===== src/rtl/core_pkg.sv =====
// Core-wide architectural constants and the recovery sequencer state encoding.
package core_pkg;

    localparam int unsigned XLEN      = 32;
    localparam int unsigned ARCH_REGS = 32;

    typedef enum logic [2:0] {
        IDLE,
        DRAIN,
        WALK,
        FLUSH,
        DONE
    } rec_state_e;

endpackage


===== src/rtl/restore_pair_buf.sv =====
// Single-entry valid/ready output register holding one even/odd (index, value) restore pair.
module restore_pair_buf #(
    parameter int unsigned XLEN = 32,
    parameter int unsigned AW   = 5
) (
    input  logic            clk,
    input  logic            reset,
    input  logic            offer_i,
    input  logic [AW-1:0]   idx0_i,
    input  logic [XLEN-1:0] data0_i,
    input  logic [AW-1:0]   idx1_i,
    input  logic [XLEN-1:0] data1_i,
    output logic            capture_o,
    input  logic            ready_i,
    output logic            valid_o,
    output logic [AW-1:0]   idx0_o,
    output logic [XLEN-1:0] data0_o,
    output logic [AW-1:0]   idx1_o,
    output logic [XLEN-1:0] data1_o
);

    logic            valid_q, valid_d;
    logic [AW-1:0]   idx0_q, idx1_q;
    logic [XLEN-1:0] data0_q, data1_q;

    assign capture_o = offer_i & (~valid_q | ready_i);

    always_comb begin
        valid_d = valid_q;
        if (capture_o) begin
            valid_d = 1'b1;
        end else if (ready_i) begin
            valid_d = 1'b0;
        end
    end

    always_ff @(posedge clk or posedge reset) begin
        if (reset) begin
            valid_q <= 1'b0;
            idx0_q  <= '0;
            idx1_q  <= '0;
            data0_q <= '0;
            data1_q <= '0;
        end else begin
            valid_q <= valid_d;
            if (capture_o) begin
                idx0_q  <= idx0_i;
                idx1_q  <= idx1_i;
                data0_q <= data0_i;
                data1_q <= data1_i;
            end
        end
    end

    assign valid_o = valid_q;
    assign idx0_o  = idx0_q;
    assign idx1_o  = idx1_q;
    assign data0_o = data0_q;
    assign data1_o = data1_q;

endmodule


===== src/rtl/arf_recovery_sequencer.sv =====
// Walks the architectural register file two registers per cycle on recovery and streams the
// pairs to the restore path; shares read port 0 with a single-beat debug reader when idle.
module arf_recovery_sequencer
    import core_pkg::*;
#(
    parameter int unsigned XLEN      = core_pkg::XLEN,
    parameter int unsigned ARCH_REGS = core_pkg::ARCH_REGS,
    parameter int unsigned AW        = $clog2(ARCH_REGS)
) (
    input  logic            clk,
    input  logic            reset,
    input  logic            recover_req,
    input  logic            commit_busy,
    output logic            recover_busy,
    output logic            recover_done,
    output logic [AW-1:0]   arf_raddr0,
    input  logic [XLEN-1:0] arf_rdata0,
    output logic [AW-1:0]   arf_raddr1,
    input  logic [XLEN-1:0] arf_rdata1,
    output logic            restore_valid,
    input  logic            restore_ready,
    output logic [AW-1:0]   restore_idx0,
    output logic [XLEN-1:0] restore_data0,
    output logic [AW-1:0]   restore_idx1,
    output logic [XLEN-1:0] restore_data1,
    input  logic            dbg_req,
    input  logic [AW-1:0]   dbg_addr,
    output logic            dbg_gnt,
    output logic            dbg_rvalid,
    output logic [XLEN-1:0] dbg_rdata
);

    localparam logic [AW-1:0] LastPair = AW'(ARCH_REGS - 2);

    rec_state_e      state_q, state_d;
    logic [AW-1:0]   ptr_q, ptr_d;
    logic            walk;
    logic            capture;
    logic            dbg_rvalid_q;
    logic [XLEN-1:0] dbg_rdata_q;

    // Kept outside the FSM block so capture (which depends on it) forms no combinational loop.
    assign walk = (state_q == WALK);

    always_comb begin
        state_d    = state_q;
        ptr_d      = ptr_q;
        arf_raddr0 = '0;
        arf_raddr1 = '0;
        dbg_gnt    = 1'b0;
        unique case (state_q)
            IDLE: begin
                if (recover_req) begin
                    state_d = DRAIN;
                end else if (dbg_req) begin
                    dbg_gnt    = 1'b1;
                    arf_raddr0 = dbg_addr;
                end
            end
            DRAIN: begin
                if (!commit_busy) begin
                    state_d = WALK;
                end
            end
            WALK: begin
                arf_raddr0 = ptr_q;
                arf_raddr1 = ptr_q + AW'(1);
                if (capture) begin
                    // Wraps to 0 after the last pair, leaving ptr ready for the next walk.
                    ptr_d = ptr_q + AW'(2);
                    if (ptr_q == LastPair) begin
                        state_d = FLUSH;
                    end
                end
            end
            FLUSH: begin
                if (restore_valid && restore_ready) begin
                    state_d = DONE;
                end
            end
            DONE: begin
                state_d = IDLE;
            end
            default: begin
                state_d = IDLE;
            end
        endcase
    end

    always_ff @(posedge clk or posedge reset) begin
        if (reset) begin
            state_q      <= IDLE;
            ptr_q        <= '0;
            dbg_rvalid_q <= 1'b0;
            dbg_rdata_q  <= '0;
        end else begin
            state_q      <= state_d;
            ptr_q        <= ptr_d;
            dbg_rvalid_q <= dbg_gnt;
            if (dbg_gnt) begin
                dbg_rdata_q <= arf_rdata0;
            end
        end
    end

    restore_pair_buf #(
        .XLEN (XLEN),
        .AW   (AW)
    ) u_pair_buf (
        .clk       (clk),
        .reset     (reset),
        .offer_i   (walk),
        .idx0_i    (arf_raddr0),
        .data0_i   (arf_rdata0),
        .idx1_i    (arf_raddr1),
        .data1_i   (arf_rdata1),
        .capture_o (capture),
        .ready_i   (restore_ready),
        .valid_o   (restore_valid),
        .idx0_o    (restore_idx0),
        .data0_o   (restore_data0),
        .idx1_o    (restore_idx1),
        .data1_o   (restore_data1)
    );

    assign recover_busy = (state_q != IDLE);
    assign recover_done = (state_q == DONE);
    assign dbg_rvalid   = dbg_rvalid_q;
    assign dbg_rdata    = dbg_rdata_q;

endmodule

===== config.mk =====
export PLATFORM = sky130hd
export DESIGN_NAME = arf_recovery_sequencer
export DESIGN_NICKNAME = d
export VERILOG_FILES = /design/src/rtl/core_pkg.sv /design/src/rtl/restore_pair_buf.sv /design/src/rtl/arf_recovery_sequencer.sv
export SDC_FILE = /design/constraint.sdc
export NUM_CORES = 1
export LEC_CHECK = 0
export ABC_AREA = 1
export CORE_AREA = 5 5 88 130
export DETAILED_ROUTE_END_ITERATION = 8
export DIE_AREA = 0 0 93 135
export GPL_ROUTABILITY_DRIVEN = 0
export PLACE_DENSITY = 0.85
export SLEW_MARGIN = 20
export SYNTH_ARGS = -nofsm -noshare
export SYNTH_HDL_FRONTEND = slang
export SYNTH_SLANG_ARGS = --single-unit

===== constraint.sdc =====
create_clock -name clk -period 9.8 [get_ports clk]
set_clock_uncertainty 0.05 [all_clocks]
set_input_delay 1.96 -clock clk [delete_from_list [all_inputs] [get_ports clk]]
set_output_delay 1.96 -clock clk [all_outputs]
set_load 0.05 [all_outputs]

==> impl_metrics.env <==
export IMPL_status="finished clean"
export IMPL_nNetsFinal=755
export IMPL_clk_latency_ps=400
export IMPL_critPathMaxFanout=66
export IMPL_die_w_um=93
export IMPL_worstSetupPathType="in2out"
export IMPL_synth_area_leaders="dfrtp_1 65%, nand2_1 17%, o21ai_0 7.4%"
export IMPL_via_per_inst=4.73
export IMPL_drive_gt1_share_pct=5.35
export IMPL_synth_fp_nets=563
export IMPL_mostFrequentLayoutCells="203 x nand2_1, 195 x clkdlybuf4s50_1, 115 x dfrtp_1"
export IMPL_slew_headroom_pct=34.8
export IMPL_yosysUniqueCellTypes=21
export IMPL_final_setup_viol_count=0
export IMPL_io_pins=196
export IMPL_drv_cap=0
export IMPL_antenna_found_initial=0
export IMPL_cts_tree="yes"
export IMPL_drc_errors=0
export IMPL_holdBufCountCts=0
export IMPL_grt_use_total_pct=19.9
export IMPL_timing_final_crit_share_pct=63.7
export IMPL_holdPathEnd="u_pair_buf.data1_o[0]$_DFFE_PP0P_"
export IMPL_ys_seq_area_share_pct=64.6
export IMPL_top_layer="met4"
export IMPL_max_freq_mhz=160
export IMPL_dp_hpwl_um=8700
export IMPL_critPathLaunchType="input port"
export IMPL_post_cts_repair_setup_buffers=0
export IMPL_hold_depth=2
export IMPL_yosysTopAreaCellShare_pct=64.6
export IMPL_area_growth_pct=57.8
export IMPL_final_common_cell="nand2_1"
export IMPL_reg2regPathDepth=5
export IMPL_cp_arrival_ps=4230
export IMPL_dieHeight_um=135
export IMPL_r2r_start="state_q[1]$_DFFE_PP0P_"
export IMPL_cts_path_max_buffers=2
export IMPL_reg2reg_slack_ps=7280
export IMPL_timing_setup_tns_ps=0
export IMPL_gr_total_overflow=0
export IMPL_wl_met1_um=4640
export IMPL_wl_met3_um=876
export IMPL_yosys_warnings=0
export IMPL_synth_area_um2=4450
export IMPL_route_met2_wl_um=6410
export IMPL_cts_made_buffers=17
export IMPL_hold_viol_final=0
export IMPL_synth_top_area_cell="dfrtp_1"
export IMPL_htreeDepth=4
export IMPL_rr_endpoint="u_pair_buf.idx1_o[0]$_DFFE_PP0P_"
export IMPL_hold_start="u_pair_buf.data1_o[0]$_DFFE_PP0P_"
export IMPL_die_area_um2=12600
export IMPL_crit_path_end_kind="primary output"
export IMPL_min_delay_path_class="reg2reg"
export IMPL_drtPass1Iterations=4
export IMPL_coreArea_um2=10100
export IMPL_clkTransAtPathRegs_ps=50
export IMPL_cts_root_buf="clkbuf_16"
export IMPL_finalMaxSlewViolations=0
export IMPL_final_min_clock_period_ps=6240
export IMPL_grt_pass1_vias=4017
export IMPL_ys_seq_elements=115
export IMPL_tightest_slew_ps=978
export IMPL_syn_inst=487
export IMPL_drt_iter0_markers=124
export IMPL_worstPathRequired_ps=7790
export IMPL_port_buffers=195
export IMPL_syn_area_per_cell_um2=9.15
export IMPL_routed_wl_um=12100
export IMPL_insertedDiodeCount=0
export IMPL_start_util_pct=44.0
export IMPL_grt_max_degree=107
export IMPL_clkSinkCount=115
export IMPL_rsz0062_at_grt="no"
export IMPL_wl_per_cell_um=15.0
export IMPL_ctsResizeCount=0
export IMPL_ant_nets=0
export IMPL_rows=45
export IMPL_grt_pass1_wl_um=19700
export IMPL_vias=3829
==> cell type report <==
| class | count | area [µm²] |
|---|---|---|
| clock buffers | 23 | 488 |
| clock inverters | 9 | 103 |
| fillers | 786 | 3100 |
| inverters | 47 | 179 |
| multi-input cells | 301 | 1270 |
| flip-flops and latches | 115 | 2880 |
| well taps | 117 | 146 |
| repair buffers | 197 | 1970 |
==> cells in the mapped netlist, drive strengths merged <==
cell,instances
a21oi,1
o21ai,70
inv,47
clkbuf,8
buf,16
dfrtp,115
ha,1
nand2,204
nand3,5
nor3,2
nor2,14
nand4,1
xor2,2
or2,1
==> flip-flops by register name, summed over array words and instances, names as in the netlist, 3 cells and up <==
name / flops
u_pair_buf.idx1_o: 5
u_pair_buf.data1_o: 32
ptr_q: 4
dbg_rdata: 32
u_pair_buf.data0_o: 32
u_pair_buf.idx0_o: 5
state_q: 3
==> routing by layer <==
layer | vias to the layer above | GRT usage (%)
met5 | - | 0
met4 | 0 | 7.50
met3 | 15 | 6.86
met2 | 148 | 34.6
met1 | 1783 | 22.5
li1 | 1883 | -
==> how the worst max path moves through the flow <==
| stage | from | end | cells past startpoint |
|---|---|---|---|
| floorplan | recover_req | arf_raddr0[1] | 6 |
| finish | recover_req | arf_raddr0[3] | 8 |
| detailed placement | recover_req | arf_raddr0[3] | 8 |
| global placement | recover_req | arf_raddr0[4] | 8 |
| CTS | recover_req | arf_raddr0[3] | 8 |
| global route | recover_req | arf_raddr0[3] | 8 |
==> stage by stage <==
step | cells | util, % | hold WS (ps) | setup WS [ps] | area [µm²]
3_3_place_gp | 777 | 63.5 | 405 | 3610 | 6440
2_1_floorplan | 487 | - | 433 | 4470 | 4450
5_1_grt | 809 | 69.4 | 441 | 3420 | 7030
4_1_cts | 809 | 69.4 | 429 | 3550 | 7030
3_5_place_dp | 777 | 63.5 | 416 | 3560 | 6440
6_report | 809 | 69.4 | 423 | 3560 | 7030
==> critical path, cell delays in order <==
cell	delay, ps
clkdlybuf4s50_1	450
inv_1	50
nand4_1	80
buf_4	480
inv_1	270
nand2_1	120
o21ai_0	100
clkdlybuf4s50_1	720
==> kinds of logic after synthesis <==
family	share of synthesized area, %
xor gates and xnor gates	0.393
buffers and inverters	6.99
DFF	64.6
AOI/OAI and AO/OA	7.98
adders and majority gates	0.281
and+or+nand+nor	19.7
Power is left out: the tool's default activity adds up to more than one toggle a clock period on the data nets, which glitch-free logic cannot reach.
